**src/rtl/cpu_pkg.sv**
```systemverilog
// Shared encodings for the MEM/WB stage: writeback source selects,
// the link register index and the dmem handshake FSM states.
package cpu_pkg;

    localparam logic [2:0] SUPER_SEL_ALU = 3'd0;
    localparam logic [2:0] SUPER_SEL_HI  = 3'd1;
    localparam logic [2:0] SUPER_SEL_LO  = 3'd2;
    localparam logic [2:0] SUPER_SEL_SH  = 3'd3;
    localparam logic [2:0] SUPER_SEL_PC4 = 3'd4;

    localparam logic [4:0] REG_RA = 5'd31;

    localparam logic [0:0] IDLE = 1'b0;
    localparam logic [0:0] WAIT = 1'b1;

endpackage

```
**src/rtl/mem_wb_stage_if.sv**
```systemverilog
// Data-memory request/ack bus between the MEM stage (master) and memory.
// Ports: dmem_req/we/addr/wdata (master->slave), dmem_ack/rdata (slave->master).
interface mem_wb_stage_if #(
    parameter int DW = 32
);
    logic          dmem_req;
    logic          dmem_we;
    logic [DW-1:0] dmem_addr;
    logic [DW-1:0] dmem_wdata;
    logic          dmem_ack;
    logic [DW-1:0] dmem_rdata;

    modport master (
        output dmem_req, dmem_we, dmem_addr, dmem_wdata,
        input  dmem_ack, dmem_rdata
    );

    modport slave (
        input  dmem_req, dmem_we, dmem_addr, dmem_wdata,
        output dmem_ack, dmem_rdata
    );
endinterface

```
**src/rtl/hilo_reg.sv**
```systemverilog
// HI/LO register pair loaded together from a 2*DW product.
// Ports: clk, rst_n (async low), we_i, d_i[2*DW-1:0], hi_o, lo_o.
module hilo_reg #(
    parameter int DW = 32
) (
    input  logic            clk,
    input  logic            rst_n,
    input  logic            we_i,
    input  logic [2*DW-1:0] d_i,
    output logic [DW-1:0]   hi_o,
    output logic [DW-1:0]   lo_o
);

    logic [DW-1:0] hi_q, lo_q;

    always_ff @(posedge clk or negedge rst_n) begin
        if (!rst_n) begin
            hi_q <= '0;
            lo_q <= '0;
        end else if (we_i) begin
            hi_q <= d_i[2*DW-1:DW];
            lo_q <= d_i[DW-1:0];
        end
    end

    assign hi_o = hi_q;
    assign lo_o = lo_q;

endmodule

```
**src/rtl/mem_wb_stage.sv**
```systemverilog
// MEM stage + MEM/WB register: redirect resolve, dmem handshake with
// wait-state stall and timeout, HI/LO ownership, writeback word select.
// Ports: clk, rst_n, EX/MEM controls and data (*M), dmem bus (interface),
// stallM, pc_redirect/pc_target, hi_q/lo_q, we_regW/rf_waW/wd_rfW, err_dmem.
module mem_wb_stage
    import cpu_pkg::*;
#(
    parameter int DW      = 32,
    parameter int AW      = 5,
    parameter int TIMEOUT = 15
) (
    input  logic           clk,
    input  logic           rst_n,
    input  logic           validM,
    input  logic           multu_enM,
    input  logic           jr_selM,
    input  logic           branchM,
    input  logic           dm2regM,
    input  logic           jumpM,
    input  logic           we_dm,
    input  logic           jal_selM,
    input  logic           we_regM,
    input  logic [2:0]     super_selM,
    input  logic           zeroM,
    input  logic [DW-1:0]  pc_plus_4M,
    input  logic [DW-1:0]  btaM,
    input  logic [DW-1:0]  jtaM,
    input  logic [DW-1:0]  alu_paM,
    input  logic [DW-1:0]  wd_dm,
    input  logic [DW-1:0]  shiftyM,
    input  logic [63:0]    alu_outM,
    input  logic [AW-1:0]  rf_waM,
    mem_wb_stage_if.master dmem,
    output logic           stallM,
    output logic           pc_redirect,
    output logic [DW-1:0]  pc_target,
    output logic [DW-1:0]  hi_q,
    output logic [DW-1:0]  lo_q,
    output logic           we_regW,
    output logic [AW-1:0]  rf_waW,
    output logic [DW-1:0]  wd_rfW,
    output logic           err_dmem
);

    localparam int CW = $clog2(TIMEOUT + 1);

    logic [0:0]    state_q, state_d;
    logic [CW-1:0] cnt_q, cnt_d;
    logic          err_q, err_d;
    logic          we_regW_q;
    logic [AW-1:0] rf_waW_q;
    logic [DW-1:0] wd_rfW_q;

    logic          mem_op, req, stall, retire;
    logic          redir;
    logic [DW-1:0] tgt, wb_word;

    assign mem_op = validM & (dm2regM | we_dm);

    // cnt counts stalled cycles; the IDLE miss cycle is the first one.
    always_comb begin
        state_d = state_q;
        cnt_d   = cnt_q;
        err_d   = err_q;
        req     = 1'b0;
        stall   = 1'b0;
        if (state_q == IDLE) begin
            if (mem_op) begin
                req = 1'b1;
                if (!dmem.dmem_ack) begin
                    stall   = 1'b1;
                    state_d = WAIT;
                    cnt_d   = CW'(1);
                end
            end
        end else begin
            req = 1'b1;
            if (dmem.dmem_ack) begin
                state_d = IDLE;
                cnt_d   = '0;
            end else if (cnt_q == CW'(TIMEOUT)) begin
                // give up: retire without data, flag it
                state_d = IDLE;
                cnt_d   = '0;
                err_d   = 1'b1;
            end else begin
                stall = 1'b1;
                cnt_d = cnt_q + CW'(1);
            end
        end
    end

    assign retire = validM & ~stall;

    always_comb begin
        redir = 1'b0;
        tgt   = '0;
        if (retire) begin
            if (jr_selM) begin
                redir = 1'b1;
                tgt   = alu_paM;
            end else if (jumpM) begin
                redir = 1'b1;
                tgt   = jtaM;
            end else if (branchM & zeroM) begin
                redir = 1'b1;
                tgt   = btaM;
            end
        end
    end

    // load data only exists in the ack cycle; a timed-out load writes 0
    always_comb begin
        case (super_selM)
            SUPER_SEL_ALU: wb_word = alu_outM[DW-1:0];
            SUPER_SEL_HI:  wb_word = hi_q;
            SUPER_SEL_LO:  wb_word = lo_q;
            SUPER_SEL_SH:  wb_word = shiftyM;
            SUPER_SEL_PC4: wb_word = pc_plus_4M;
            default:       wb_word = '0;
        endcase
        if (jal_selM) wb_word = pc_plus_4M;
        if (dm2regM) wb_word = dmem.dmem_ack ? dmem.dmem_rdata : '0;
    end

    always_ff @(posedge clk or negedge rst_n) begin
        if (!rst_n) begin
            state_q   <= IDLE;
            cnt_q     <= '0;
            err_q     <= 1'b0;
            we_regW_q <= 1'b0;
            rf_waW_q  <= '0;
            wd_rfW_q  <= '0;
        end else begin
            state_q <= state_d;
            cnt_q   <= cnt_d;
            err_q   <= err_d;
            if (retire) begin
                we_regW_q <= we_regM;
                rf_waW_q  <= jal_selM ? AW'(REG_RA) : rf_waM;
                wd_rfW_q  <= wb_word;
            end else begin
                we_regW_q <= 1'b0;
            end
        end
    end

    hilo_reg #(.DW(DW)) u_hilo (
        .clk   (clk),
        .rst_n (rst_n),
        .we_i  (retire & multu_enM),
        .d_i   (alu_outM),
        .hi_o  (hi_q),
        .lo_o  (lo_q)
    );

    // combinational outputs forced low while reset is asserted
    assign dmem.dmem_req   = req & rst_n;
    assign dmem.dmem_we    = req & rst_n & we_dm;
    assign dmem.dmem_addr  = (req & rst_n) ? alu_outM[DW-1:0] : '0;
    assign dmem.dmem_wdata = (req & rst_n) ? wd_dm : '0;

    assign stallM      = stall & rst_n;
    assign pc_redirect = redir & rst_n;
    assign pc_target   = rst_n ? tgt : '0;

    assign we_regW  = we_regW_q;
    assign rf_waW   = rf_waW_q;
    assign wd_rfW   = wd_rfW_q;
    assign err_dmem = err_q;

endmodule

```
**src/flat_wrapper.sv**
```systemverilog
// flat-port wrapper written by rule: the top's interface ports become plain ports
module mem_wb_stage_flat import cpu_pkg::*;
#(
    parameter int DW      = 32,
    parameter int AW      = 5,
    parameter int TIMEOUT = 15
)
  (clk, rst_n, validM, multu_enM, jr_selM, branchM, dm2regM, jumpM, we_dm, jal_selM, we_regM, super_selM, zeroM, pc_plus_4M, btaM, jtaM, alu_paM, wd_dm, shiftyM, alu_outM, rf_waM, stallM, pc_redirect, pc_target, hi_q, lo_q, we_regW, rf_waW, wd_rfW, err_dmem, dmem_dmem_req, dmem_dmem_we, dmem_dmem_addr, dmem_dmem_wdata, dmem_dmem_ack, dmem_dmem_rdata);
  mem_wb_stage_if #(.DW(DW)) dmem_i ();
  input  logic clk;
  input  logic rst_n;
  input  logic validM;
  input  logic multu_enM;
  input  logic jr_selM;
  input  logic branchM;
  input  logic dm2regM;
  input  logic jumpM;
  input  logic we_dm;
  input  logic jal_selM;
  input  logic we_regM;
  input  logic [2:0] super_selM;
  input  logic zeroM;
  input  logic [DW-1:0] pc_plus_4M;
  input  logic [DW-1:0] btaM;
  input  logic [DW-1:0] jtaM;
  input  logic [DW-1:0] alu_paM;
  input  logic [DW-1:0] wd_dm;
  input  logic [DW-1:0] shiftyM;
  input  logic [63:0] alu_outM;
  input  logic [AW-1:0] rf_waM;
  output logic stallM;
  output logic pc_redirect;
  output logic [DW-1:0] pc_target;
  output logic [DW-1:0] hi_q;
  output logic [DW-1:0] lo_q;
  output logic we_regW;
  output logic [AW-1:0] rf_waW;
  output logic [DW-1:0] wd_rfW;
  output logic err_dmem;
  output wire logic [$bits(dmem_i.dmem_req)-1:0] dmem_dmem_req;
  output wire logic [$bits(dmem_i.dmem_we)-1:0] dmem_dmem_we;
  output wire logic [$bits(dmem_i.dmem_addr)-1:0] dmem_dmem_addr;
  output wire logic [$bits(dmem_i.dmem_wdata)-1:0] dmem_dmem_wdata;
  input wire logic [$bits(dmem_i.dmem_ack)-1:0] dmem_dmem_ack;
  input wire logic [$bits(dmem_i.dmem_rdata)-1:0] dmem_dmem_rdata;
  assign dmem_dmem_req = dmem_i.dmem_req;
  assign dmem_dmem_we = dmem_i.dmem_we;
  assign dmem_dmem_addr = dmem_i.dmem_addr;
  assign dmem_dmem_wdata = dmem_i.dmem_wdata;
  assign dmem_i.dmem_ack = dmem_dmem_ack;
  assign dmem_i.dmem_rdata = dmem_dmem_rdata;
  mem_wb_stage #(.DW(DW), .AW(AW), .TIMEOUT(TIMEOUT)) u_core (.clk(clk), .rst_n(rst_n), .validM(validM), .multu_enM(multu_enM), .jr_selM(jr_selM), .branchM(branchM), .dm2regM(dm2regM), .jumpM(jumpM), .we_dm(we_dm), .jal_selM(jal_selM), .we_regM(we_regM), .super_selM(super_selM), .zeroM(zeroM), .pc_plus_4M(pc_plus_4M), .btaM(btaM), .jtaM(jtaM), .alu_paM(alu_paM), .wd_dm(wd_dm), .shiftyM(shiftyM), .alu_outM(alu_outM), .rf_waM(rf_waM), .dmem(dmem_i), .stallM(stallM), .pc_redirect(pc_redirect), .pc_target(pc_target), .hi_q(hi_q), .lo_q(lo_q), .we_regW(we_regW), .rf_waW(rf_waW), .wd_rfW(wd_rfW), .err_dmem(err_dmem));
endmodule
```
**config.mk**
```make
export PLATFORM = sky130hd
export DESIGN_NAME = mem_wb_stage_flat
export DESIGN_NICKNAME = d
export VERILOG_FILES = /design/src/rtl/cpu_pkg.sv /design/src/rtl/mem_wb_stage_if.sv /design/src/rtl/hilo_reg.sv /design/src/rtl/mem_wb_stage.sv /design/src/flat_wrapper.sv
export SDC_FILE = /design/constraint.sdc
export NUM_CORES = 1
export LEC_CHECK = 0
export CAP_MARGIN = 20
export CORE_AREA = 2 2 199 201
export CTS_CLUSTER_DIAMETER = 40
export DETAILED_ROUTE_END_ITERATION = 8
export DIE_AREA = 0 0 201 203
export DONT_BUFFER_PORTS = 1
export GPL_TIMING_DRIVEN = 0
export SYNTH_ARGS = -nofsm -noshare
export SYNTH_HDL_FRONTEND = slang
export SYNTH_SLANG_ARGS = --single-unit
```
**constraint.sdc**
```tcl
create_clock -name clk -period 8.7 [get_ports clk]
set_input_delay 2.61 -clock clk [delete_from_list [all_inputs] [get_ports clk]]
set_output_delay 2.61 -clock clk [all_outputs]
set_load 0.1 [all_outputs]
```
==> summary.md, run 1 <==
| Metric | Value |
|---|---|
| Final hold vios | `0` |
| Synth async-reset ratio | `1.00` |
| Final WS setup | `1050 ps` |
| Kind of critical path | `input pin to output pin` |
| Syn_nets | `949` |
| Inserted Clock Buffers | `9` |
| GRT Total Usage | `0.154` |
| Worst Path Required | `6090 ps` |
| First-pass GRT wire length | `44400 µm` |
| Slew @ Worst Pin | `1190 ps` |
| DRC viols | `0` |
| Final Cycle Share | `0.879` |
| Ys flop type | `dfrtp_1` |
| Bufs on Longest Clock Path | `2` |
| Slowest CP cell | `nor2_2` |
| Largest net degree at the start of global routing | `112` |
| Tmin final | `7650 ps` |
| Average routed wire per standard cell | `27.4 µm` |
| Worst-skew pair later-pin latency | `380 ps` |
| Post-CTS Setup Inserts | `0` |
| CTS tree | `yes` |
| Max VDD drop | `0.164 mV` |
| Mapped Area | `6870 µm²` |
| Via count of the first global-routing pass | `5871` |
| Die height | `203 µm` |
| Placement Rows | `72` |
| RSZ-0062 raised after global routing | `no` |
| Pwr Density | `301 nW/µm²` |
| Nets@finish | `977` |
| CP Max Fanout | `10` |
| Worst-path cell chain | `buf_2, nor3_1, clkbuf_1, a222oi_1, nor2_2` |
| Core Region | `38500 µm²` |
| H-tree levels | `3` |
| Layout Skew | `11.5 ps` |
| Layout area overhead | `21.0%` |
| # clock sinks | `108` |
| MaxCap Viol Count | `0` |
| Sequential cell area | `2700 µm²` |
| Final Max Tran Viols | `0` |
| Via Count | `5690` |
| Worst Path Arrival | `5040 ps` |
| 1st-pass router iterations | `8` |
| Synth top area cells | `dfrtp_1, mux2_4, mux2i_1, and2_1, mux4_2` |
| Final setup fails | `0` |
| Dpl hpwl | `27300 µm` |
| Port buffer count | `0` |
| Share of cells above drive strength 1 | `0.256` |
| F_max | `0.131 GHz` |
| Post-synth cell types | `42` |
| Die width | `201 µm` |
| Count of hold-fix buffers inserted at cts | `0` |
| Remaining global-route overflow | `0` |
| Area taken by multi-input logic gates | `3960 µm²` |
| Detail Route Antenna Nets | `0` |
| GP Congestion | `0.866` |
| P_leak | `3.51 nW` |
| Largest area contributor in the netlist | `dfrtp_1` |
| Vias per inst | `4.77` |
| #FFs+latches synth | `108` |
| Setup crit start kind | `input pin` |
| Number of synthesized flops with an enable pin | `0` |
| Worst Hold Class | `flop to flop` |
| Initial DRC Count | `504` |
| Initial core utilization | `0.179` |
| Post-synthesis cell count | `639` |
| Die area | `40800 µm²` |
| Register area share after synthesis | `0.394` |
| TNS Setup | `0 ps` |
| Share of the synthesized area in the top cell type | `0.394` |
| CP peak stage delay | `930 ps` |
| Worst slack, placed | `1090 ps` |
| Post-CTS sizing | `0` |
| Yosys warning total | `0` |
| Clock-pin slew on the worst setup and hold paths | `80 ps` |
| Initial antenna violation count | `4` |
| Status | `finished clean` |
| Fillers | `4176` |
| Worst slew margin | `0.208` |
| CP Capture Type | `output pin` |
| CTS root buf | `clkbuf_16` |
| Avg Cell Area, Syn | `10.7 µm²` |
| Top-Level Pins | `512` |
| Post-Route WL | `32800 µm` |
[cells in the final DEF (no fill, tap or decap), types with 17 or more instances in the layout]
cell type,n
dfrtp_1,108
mux2_4,60
nor2b_1,18
o22ai_1,27
and2_1,68
a21oi_1,28
o21ai_1,17
buf_2,18
and3_1,25
clkbuf_1,28
mux2i_1,69
nor2_1,17
[critical path: cells and delay by family]
family                 cells  cell delay, ps
buffers and inverters      2             610
and+or+nand+nor            2            1610
AOI/OAI and AO/OA          1             190
[metrics by stage]
stage          instances  instance area, µm²  utilization  total power, mW  hold WS [ps]
3_3_place_gp        1157                7510        0.195             2.02           507
3_5_place_dp        1174                7980        0.208             2.06           512
4_1_cts             1190                8300        0.216             2.52           524
5_1_grt             1192                8300        0.216             2.58           553
6_report            1194                8310        0.216             2.50           530
2_1_floorplan        639                6870            -             1.90           486
[cell families after synthesis]
group	count (synthesis)	share of synthesized area
AND/OR/NAND/NOR	184	0.153
buffers and inverters	68	0.0485
adder cells (fa/ha/maj)	1	0.00182
AO/OA/AOI/OAI	135	0.134
multiplexers	142	0.268
flip-flops	108	0.394
XOR/XNOR	1	0.00128
[path summary, 6_finish.rpt]
kind                                              from                            endpoint  slack (ps)  cells past startpoint
min                        u_core.cnt_q[0]$_DFFE_PN0P_         u_core.cnt_q[0]$_DFFE_PN0P_         530                      1
min reg2reg                u_core.cnt_q[0]$_DFFE_PN0P_         u_core.cnt_q[0]$_DFFE_PN0P_         530                      1
max in group asynchronous                        rst_n  u_core.u_hilo.hi_o[31]$_DFFE_PN0P_        6610                      0
max                                              jumpM                       pc_target[14]        1050                      5
min in group asynchronous                        rst_n        u_core.wd_rfW[3]$_DFFE_PN0P_        1910                      0
max reg2reg                u_core.cnt_q[0]$_DFFE_PN0P_       u_core.wd_rfW[25]$_DFFE_PN0P_        6440                      7
[flip-flops by register name (all words and copies together) (netlist names)]
name,count
u_core.rf_waW,5
u_core.wd_rfW,32
u_core.cnt_q,4
u_core.u_hilo.lo_o,32
u_core.err_dmem,1
u_core.state_q,1
u_core.u_hilo.hi_o,32
u_core.we_regW,1
[per-layer routing]
layer	wire length, µm	global-route usage
met5	0	0
met4	592	0.0558
met3	2080	0.0329
met2	17300	0.283
met1	12800	0.174
[Yosys cell counts (all sizes together) (2+ instances only)]
| library cell | n |
|---|---|
| nor3 | 17 |
| nor2 | 33 |
| mux2 | 64 |
| and3 | 25 |
| a22oi | 9 |
| o221ai | 9 |
| buf | 27 |
| dfrtp | 108 |
| a221oi | 16 |
| and2 | 68 |
| a21oi | 29 |
| mux2i | 69 |
| nor2b | 18 |
| mux4 | 9 |
| o21ai | 24 |
| nand3 | 10 |
| or3b | 2 |
| nand2 | 5 |
| nand2b | 3 |
| inv | 10 |
| o22ai | 27 |
| a222oi | 16 |
| clkbuf | 31 |
[power by group]
| group | leakage [nW] | total [mW] | switching [mW] | internal (mW) |
|---|---|---|---|---|
| Clock | 0.154 | 0.460 | 0.227 | 0.233 |
| Sequential | 1.31 | 1.48 | 0.892 | 0.587 |
| Combinational | 2.05 | 0.562 | 0.349 | 0.214 |
[final cells by class]
class / count / share of cell area
clock inverter: 7 / 0.0110
timing repair buffer: 17 / 0.0413
tap: 518 / 0.0780
sequential: 108 / 0.325
antenna: 4 / 0.00120
buffer: 58 / 0.0357
inverter: 10 / 0.00452
multi-input combinational: 463 / 0.476
clock buffer: 9 / 0.0271
Note: power is estimated with default switching activity, not from simulation.
==> run 2: changes to the inputs <==
--- a/config.mk
+++ b/config.mk
@@ -8,6 +8,7 @@
 export CAP_MARGIN = 20
 export CORE_AREA = 2 2 199 201
 export CTS_CLUSTER_DIAMETER = 40
+export CTS_CLUSTER_SIZE = 10
 export DETAILED_ROUTE_END_ITERATION = 8
 export DIE_AREA = 0 0 201 203
 export DONT_BUFFER_PORTS = 1
==> results of run 2 <==
Same layout as run 1: the final DEF is identical, and so are final timing and power.
==> run 3: changes to the inputs <==
--- a/config.mk
+++ b/config.mk
@@ -7,7 +7,7 @@
 export LEC_CHECK = 0
 export CAP_MARGIN = 20
 export CORE_AREA = 2 2 199 201
-export CTS_CLUSTER_DIAMETER = 40
+export CTS_CLUSTER_DIAMETER = 200
 export CTS_CLUSTER_SIZE = 10
 export DETAILED_ROUTE_END_ITERATION = 8
 export DIE_AREA = 0 0 201 203
==> results of run 3 <==
Same layout as run 1: the final DEF is identical, and so are final timing and power.
